==> src/rtl/alut_mem_arbiter.sv <==
// alut_mem_arbiter: owner-hold arbiter sharing the 256x83 ALUT memory between the address and age checkers.
// Optional build macro ALUT_ARB_CONFLICT_CNT_EN adds a saturating 16-bit arb_conflict_cnt output.
module alut_mem_arbiter #(
    parameter int ADDR_W = 8,
    parameter int DATA_W = 83
) (
    input  logic              pclk,
    input  logic              n_p_reset,
    input  logic              add_check_active,
    input  logic [ADDR_W-1:0] mem_addr_add,
    input  logic              mem_write_add,
    input  logic [DATA_W-1:0] mem_write_data_add,
    input  logic              age_check_active,
    input  logic [ADDR_W-1:0] mem_addr_age,
    input  logic              mem_write_age,
    input  logic [DATA_W-1:0] mem_write_data_age,
    input  logic [DATA_W-1:0] mem_read_data,
    output logic              mem_cs,
    output logic [ADDR_W-1:0] mem_addr,
    output logic              mem_write,
    output logic [DATA_W-1:0] mem_write_data,
    output logic [DATA_W-1:0] mem_read_data_add,
    output logic [DATA_W-1:0] mem_read_data_age,
`ifdef ALUT_ARB_CONFLICT_CNT_EN
    output logic [15:0]       arb_conflict_cnt,
`endif
    output logic              grant_add,
    output logic              grant_age
);
    typedef enum logic [1:0] {IDLE, ADD, AGE} owner_t;

    owner_t            owner;
    owner_t            nxt;
    owner_t            rd_tag;
    logic [DATA_W-1:0] hold_add;
    logic [DATA_W-1:0] hold_age;

    // Owner keeps the memory while active; otherwise add has priority, so handover costs no cycle
    always_comb
        nxt = ((owner == ADD && add_check_active) || (owner == AGE && age_check_active)) ? owner :
              add_check_active ? ADD : age_check_active ? AGE : IDLE;

    // Owner register with grants registered alongside it
    always_ff @(posedge pclk or negedge n_p_reset) begin
        if (!n_p_reset) begin
            owner     <= IDLE;
            grant_add <= 1'b0;
            grant_age <= 1'b0;
        end else begin
            owner     <= nxt;
            grant_add <= (nxt == ADD);
            grant_age <= (nxt == AGE);
        end
    end

    assign mem_cs         = (owner != IDLE);
    assign mem_addr       = (owner == ADD) ? mem_addr_add : (owner == AGE) ? mem_addr_age : '0;
    assign mem_write      = (owner == ADD) ? mem_write_add : (owner == AGE) && mem_write_age;
    assign mem_write_data = (owner == ADD) ? mem_write_data_add :
                            (owner == AGE) ? mem_write_data_age : '0;

    // Tag each read with its issuer so the return lands there even if ownership has moved
    always_ff @(posedge pclk or negedge n_p_reset) begin
        if (!n_p_reset) rd_tag <= IDLE;
        else            rd_tag <= (mem_cs && !mem_write) ? owner : IDLE;
    end

    // Per-port holds keep the last returned word stable between reads
    always_ff @(posedge pclk or negedge n_p_reset) begin
        if (!n_p_reset) begin
            hold_add <= '0;
            hold_age <= '0;
        end else begin
            if (rd_tag == ADD) hold_add <= mem_read_data;
            if (rd_tag == AGE) hold_age <= mem_read_data;
        end
    end

    assign mem_read_data_add = (rd_tag == ADD) ? mem_read_data : hold_add;
    assign mem_read_data_age = (rd_tag == AGE) ? mem_read_data : hold_age;

`ifdef ALUT_ARB_CONFLICT_CNT_EN
    // Count cycles where the non-owner is left waiting, saturating at all-ones
    always_ff @(posedge pclk or negedge n_p_reset) begin
        if (!n_p_reset)
            arb_conflict_cnt <= '0;
        else if (((owner == ADD && age_check_active) || (owner == AGE && add_check_active)) &&
                 arb_conflict_cnt != 16'hffff)
            arb_conflict_cnt <= arb_conflict_cnt + 16'd1;
    end
`endif
endmodule

==> config.mk <==
export PLATFORM = sky130hd
export DESIGN_NAME = alut_mem_arbiter
export DESIGN_NICKNAME = d
export VERILOG_FILES = /design/src/rtl/alut_mem_arbiter.sv
export SDC_FILE = /design/constraint.sdc
export NUM_CORES = 1
export LEC_CHECK = 0
export CAP_MARGIN = 20
export CORE_AREA = 2 2 206 208
export CTS_CLUSTER_DIAMETER = 150
export DETAILED_ROUTE_END_ITERATION = 10
export DIE_AREA = 0 0 208 210
export HOLD_SLACK_MARGIN = 0.02
export PLACE_DENSITY = 0.45
export SYNTH_ARGS = -nofsm -noshare
export SYNTH_HDL_FRONTEND = slang
export SYNTH_SLANG_ARGS = --single-unit
==> constraint.sdc <==
create_clock -name pclk -period 4 [get_ports pclk]
set_clock_uncertainty 0.15 [all_clocks]
set_input_delay 0.4 -clock pclk [delete_from_list [all_inputs] [get_ports pclk]]
set_output_delay 0.4 -clock pclk [all_outputs]
set_load 0.01 [all_outputs]
# Yosys cells after proc, flatten, opt, wreduce, memory -nomap -nowiden
# Cells that the tools add are included.
# op_classes
reduce_logical	7
muxes	11
eq_ne	6
# ops
operator	n
$mux 83	4
$mux 8	2
$mux 2	4
$eq 2x1->1 const B	3
$eq 2x2->1 const B	3
$logic_and 1x1->1	4
$reduce_bool 2->1	1
$logic_not 1->1	1
$logic_or 1x1->1	1
$mux 1	1
# totals
word_cells	30
reg_bits	172
output_inout_bits	261

# Depth between registers and ports, before layout
# logic_depth
depth_word	6
ltp_mapped	5
ltp_nobuf	2

# Worst setup path before layout
# Ideal clock, no wire load.
# synth_timing
path_kind	flip-flop to output port
from	register rd_tag[0]
to	output mem_read_data_age[12]
path_stages_with_launch	5
t_arrival_ns	1.201
path_slack_ns	2.249
required_ns	3.450
path_cell_list	dfrtp_1 > nor2b_1 > buf_4 > buf_6 > mux2_1
# synth_between
elab_chain_cells	2
# synth_rtl
element	line_no	rtl
start: declaration	34	owner_t rd_tag;
start signal: assignment	65	else rd_tag <= (mem_cs && !mem_write) ? owner : IDLE;
$eq 2x2->1	80	assign mem_read_data_age = (rd_tag == AGE) ? mem_read_data : hold_age;
$mux 83	n/a	
end: declaration	23	output logic [DATA_W-1:0] mem_read_data_age,
# No other way between the ends.

# Final worst setup path
# layout_timing
from	register owner[0]
to	output mem_write_data[9]
# layout_between
elab_chain_cells	3
elab_cells_between_ends	4
cone_classes	2 x eq/ne; 2 x mux
# layout_rtl
element	line_no	rtl
start: declaration	32	owner_t owner;
start signal: assignment	50	owner <= nxt;
$eq 2x2->1	60	(owner == AGE) ? mem_write_data_age : '0;
$mux 83	60	
$mux 83 (*)	59	assign mem_write_data = (owner == ADD) ? mem_write_data_add :
end: declaration	21	output logic [DATA_W-1:0] mem_write_data,
# Mark *: on every way between the ends. The rest lies on a longest branch, timed or not.

==> impl_results.html <==
<table>
<tr><th>Metric</th><th>Value</th></tr>
<tr><th colspan="2">Floorplan</th></tr>
<tr><td>Number of ports placed on the die boundary</td><td>roughly 530</td></tr>
<tr><td>Placeable core region</td><td>between 40,000 and 50,000 µm²</td></tr>
<tr><td>Horizontal die dimension</td><td>208 µm</td></tr>
<tr><td>Effective utilization at floorplan</td><td>18.4%</td></tr>
<tr><td>Cell Rows</td><td>75</td></tr>
<tr><td>Die outline height</td><td>210 µm</td></tr>
<tr><td>Die footprint</td><td>between 40,000 and 50,000 µm²</td></tr>
<tr><th colspan="2">Clock tree</th></tr>
<tr><td>Clock H-tree levels</td><td>4</td></tr>
<tr><td>Bufs on Longest Clock Path</td><td>2</td></tr>
<tr><td>CTS Buf Count</td><td>17</td></tr>
<tr><td>Clock transition at the registers of the reported paths</td><td>0.07 ns</td></tr>
<tr><td>CTS sink cnt</td><td>172</td></tr>
<tr><td>Post-cts resize count</td><td>0</td></tr>
<tr><td>Clock root buffer</td><td>sky130_fd_sc_hd__clkbuf_16</td></tr>
<tr><td>TritonCTS clock tree</td><td>done</td></tr>
<tr><td>Clock Latency Late Sink</td><td>0.45 ns</td></tr>
<tr><th colspan="2">Place</th></tr>
<tr><td>Placed Cells incl. Taps</td><td>1,522</td></tr>
<tr><td>Total half-perimeter wirelength after legalization and detailed placement</td><td>28.4 mm</td></tr>
<tr><td>Global placement routability congestion</td><td>0.879</td></tr>
<tr><td>Post-placement cell area</td><td>13,500 µm²</td></tr>
<tr><td>Total of buffers placed on input and output ports</td><td>about 530</td></tr>
<tr><th colspan="2">Yosys</th></tr>
<tr><td>Cell with the most instances after synthesis</td><td>sky130_fd_sc_hd__dfrtp_1</td></tr>
<tr><td>Sequential fraction of the synthesis area</td><td>56.3%</td></tr>
<tr><td>Area contributors post-synth</td><td>sky130_fd_sc_hd__dfrtp_1, sky130_fd_sc_hd__mux2_4, sky130_fd_sc_hd__a22o_1</td></tr>
<tr><td>YS warnings</td><td>0</td></tr>
<tr><td>Nets in the synthesized netlist</td><td>755</td></tr>
<tr><td>Post-synth top area cell</td><td>sky130_fd_sc_hd__dfrtp_1</td></tr>
<tr><td>Number of synthesized flops with an enable pin</td><td>0</td></tr>
<tr><td>Most numerous cell types in the synthesized netlist</td><td>sky130_fd_sc_hd__dfrtp_1, sky130_fd_sc_hd__a22o_1, sky130_fd_sc_hd__mux2_1, sky130_fd_sc_hd__mux2_4, sky130_fd_sc_hd__mux2_2</td></tr>
<tr><td>Asr flop ratio synth</td><td>100%</td></tr>
<tr><td>Count of state elements after synthesis</td><td>between 150 and 200</td></tr>
<tr><td>Synth cell types</td><td>15</td></tr>
<tr><td>Post-Synthesis Mean Instance Area</td><td>15.8 µm²</td></tr>
<tr><td>Cell count after synthesis</td><td>484</td></tr>
<tr><td>Most instantiated flip-flop cell in the synthesis netlist</td><td>sky130_fd_sc_hd__dfrtp_1</td></tr>
<tr><td>Post-Synthesis Cell Area</td><td>7640 µm²</td></tr>
<tr><td>Share of the synthesized area in the top cell type</td><td>approximately 56%</td></tr>
<tr><th colspan="2">Global routing</th></tr>
<tr><td>Grt ovf</td><td>0</td></tr>
<tr><td>First-pass GRT wire length</td><td>50.7 mm</td></tr>
<tr><td>Antenna violations before repair</td><td>11</td></tr>
<tr><td>Via count of the first global-routing pass</td><td>6,980</td></tr>
<tr><td>Global-route usage over all layers</td><td>about 16%</td></tr>
<tr><td>Maximum number of pins on one net before global-route repair</td><td>84</td></tr>
<tr><th colspan="2">Timing</th></tr>
<tr><td>Final Slew Violations</td><td>0</td></tr>
<tr><td>Max-slew headroom at the worst pin</td><td>46.6%</td></tr>
<tr><td>Final setup violation count</td><td>0</td></tr>
<tr><td>Setup repair after global routing missed its margin</td><td>false</td></tr>
<tr><td>Total negative setup slack</td><td>0 ns</td></tr>
<tr><td>Highest attainable clock frequency</td><td>302 MHz</td></tr>
<tr><td>Worst-margin pin slew</td><td>0.801 ns</td></tr>
<tr><td>Number of hold-slack violations in the final timing report</td><td>0</td></tr>
<tr><td>Clock period minus final worst setup slack</td><td>3.32 ns</td></tr>
<tr><td>Share of the clock period used by the worst path</td><td>82.9%</td></tr>
<tr><th colspan="2">Worst setup path</th></tr>
<tr><td>Reg2Reg Capture Point</td><td>hold_add[65]$_DFF_PN0_</td></tr>
<tr><td>Max FO, Critical Path</td><td>67</td></tr>
<tr><td>Required time at the worst-slack endpoint</td><td>3.45 ns</td></tr>
<tr><td>Worst R2R Path Depth</td><td>3</td></tr>
<tr><td>Crit start category</td><td>flop</td></tr>
<tr><td>Critical path start-end classification</td><td>flop to primary output</td></tr>
<tr><td>Worst path arrival time</td><td>2.77 ns</td></tr>
<tr><td>Sort of element at the end of the critical path</td><td>primary output</td></tr>
<tr><td>Crit Reg-Reg Startpoint</td><td>rd_tag[0]$_DFF_PN0_</td></tr>
<tr><td>Worst R2R Setup Slack</td><td>2.17 ns</td></tr>
<tr><td>Origin of the worst setup path</td><td>owner[0]$_DFF_PN0_</td></tr>
<tr><th colspan="2">Hold path</th></tr>
<tr><td>Destination of the worst hold path</td><td>hold_age[56]$_DFF_PN0_</td></tr>
<tr><td>Hold path startpoint</td><td>hold_age[56]$_DFF_PN0_</td></tr>
<tr><td>Worst min-delay path category</td><td>flop to flop</td></tr>
<tr><td>Worst hold path stage count</td><td>1</td></tr>
<tr><th colspan="2">Cells and area</th></tr>
<tr><td>Final design area excluding fillers</td><td>14,100 µm²</td></tr>
<tr><td>Fill cell total of the finished layout</td><td>approximately 4,200</td></tr>
<tr><td>Layout cell share with drive strength beyond 1</td><td>13.6%</td></tr>
<tr><td>Area growth from synthesis to layout</td><td>84.9%</td></tr>
<tr><td>Count of non-filler cells in the finished layout</td><td>1,564</td></tr>
<tr><td>Nets@finish</td><td>1,274</td></tr>
<tr><td>Final design utilization</td><td>approximately 34%</td></tr>
<tr><th colspan="2">Routing</th></tr>
<tr><td>Number of DRC markers in iteration 0</td><td>233</td></tr>
<tr><td>Pre-Repair DR Iteration Count</td><td>4</td></tr>
<tr><td>Drc violations</td><td>0</td></tr>
<tr><td>Post-detailed-routing wire length</td><td>around 36 mm</td></tr>
<tr><td>Drt via density</td><td>just over 4</td></tr>
<tr><td>Total number of vias</td><td>6,299</td></tr>
<tr><td>Avg WL per Cell</td><td>between 20 and 25 µm</td></tr>
<tr><td>Number of nets with antenna violations after routing</td><td>0</td></tr>
<tr><th colspan="2">Power and ir drop</th></tr>
<tr><td>IR Drop Worst-Case VDD</td><td>0.202 mV</td></tr>
<tr><td>Pwr/cell area</td><td>450 nW/µm²</td></tr>
<tr><td>Leak Pwr</td><td>5.87 nW</td></tr>
<tr><td>Tot Pwr</td><td>6.35 mW</td></tr>
<tr><th colspan="2">Run</th></tr>
<tr><td>Max Cap Viol</td><td>0</td></tr>
<tr><th colspan="2">Outcome</th></tr>
<tr><td>Outcome</td><td>completed</td></tr>
</table>
## cell usage in the layout (no fill, tap or decap)
master	instances
sky130_fd_sc_hd__a21oi_1	3
sky130_fd_sc_hd__a22o_1	92
sky130_fd_sc_hd__buf_12	5
sky130_fd_sc_hd__buf_4	2
sky130_fd_sc_hd__buf_6	1
sky130_fd_sc_hd__bufinv_16	4
sky130_fd_sc_hd__clkbuf_1	2
sky130_fd_sc_hd__clkbuf_16	17
sky130_fd_sc_hd__clkbuf_8	3
sky130_fd_sc_hd__clkdlybuf4s50_1	530
sky130_fd_sc_hd__clkinv_2	2
sky130_fd_sc_hd__clkinv_4	2
sky130_fd_sc_hd__clkinvlp_4	2
sky130_fd_sc_hd__dfrtp_1	172
sky130_fd_sc_hd__diode_2	9
sky130_fd_sc_hd__dlygate4sd3_1	1
sky130_fd_sc_hd__inv_1	3
sky130_fd_sc_hd__mux2_1	70
sky130_fd_sc_hd__mux2_2	26
sky130_fd_sc_hd__mux2_4	70
sky130_fd_sc_hd__nand2_1	1
sky130_fd_sc_hd__nand2b_4	1
sky130_fd_sc_hd__nor2_1	1
sky130_fd_sc_hd__nor2b_1	1
sky130_fd_sc_hd__nor2b_4	3
sky130_fd_sc_hd__o21a_1	2
## how the worst max path moves through the flow
| stage | endpoint | slack [ns] | depth (start not counted) |
|---|---|---|---|
| floorplan | mem_read_data_age[12] | 2.25 | 4 |
| global placement | mem_write_data[9] | 1.17 | 4 |
| detailed placement | mem_write_data[9] | 1.17 | 4 |
| CTS | mem_write_data[9] | 0.65 | 4 |
| global route | mem_write_data[9] | 0.56 | 4 |
| finish | mem_write_data[9] | 0.68 | 4 |
## registers in the layout, indices dropped and copies added (netlist names)
| signal | count |
|---|---|
| grant_age | 1 |
| grant_add | 1 |
| rd_tag | 2 |
| owner | 2 |
| hold_age | 83 |
| hold_add | 83 |
## power by group
| part | leakage, nW | switching (mW) | internal, mW |
|---|---|---|---|
| combinational | 3.54 | 0.929 | 1.40 |
| clock | 0.306 | 0.735 | 1.10 |
| sequential | 2.02 | 0.0867 | 2.11 |
| total | 5.87 | 1.75 | 4.60 |
## per-layer routing
layer | wire, µm | global-route usage, % | vias up
met5 | 0 | 0 | -
met4 | 1160 | 6.95 | 0
met3 | 3410 | 7.09 | 44
met2 | 19100 | 29.4 | 319
met1 | 12800 | 16.4 | 3087
li1 | - | - | 2849
## repair_timing
action,in CTS,in global routing
setup buffers,0,0
hold endpoints to repair,80,0
hold buffers,1,0
## critical path: stages (launching register included)
cell                              delay, ns
sky130_fd_sc_hd__dfrtp_1               0.43
sky130_fd_sc_hd__nor2b_4               0.59
sky130_fd_sc_hd__buf_12                0.36
sky130_fd_sc_hd__a22o_1                0.29
sky130_fd_sc_hd__clkdlybuf4s50_1       0.59
## cell type report
cell class                 count  area (µm²)  area share, %
clock inverter                10         163           1.15
clock buffer                  22         474           3.36
multi-input combinational    270        3040           21.5
tap                          539         674           4.77
inverter                       3        11.3         0.0797
timing repair buffer         539        5440           38.5
sequential                   172        4300           30.5
antenna                        9        22.5          0.159
## logic make-up (layout without fill, tap and decap cells)
family / count (synthesis) / in the layout / share of synthesized area (%)
flops: 172 / 172 / 56.3
mux: 166 / 166 / 27.9
compound gates: 97 / 97 / 10.9
buf+inv: 42 / 574 / 4.32
simple gates: 7 / 7 / 0.508
other cells: 0 / 9 / 0
## per-stage QoR
step / setup WS, ns / hold slack [ns]
after floorplan: 2.25 / -0.0456
after global placement: 1.17 / 0.315
after detailed placement: 1.17 / 0.319
after CTS: 0.647 / 0.335
after global routing: 0.558 / 0.342
final: 0.684 / 0.330
(Power assumes the default switching activity.)
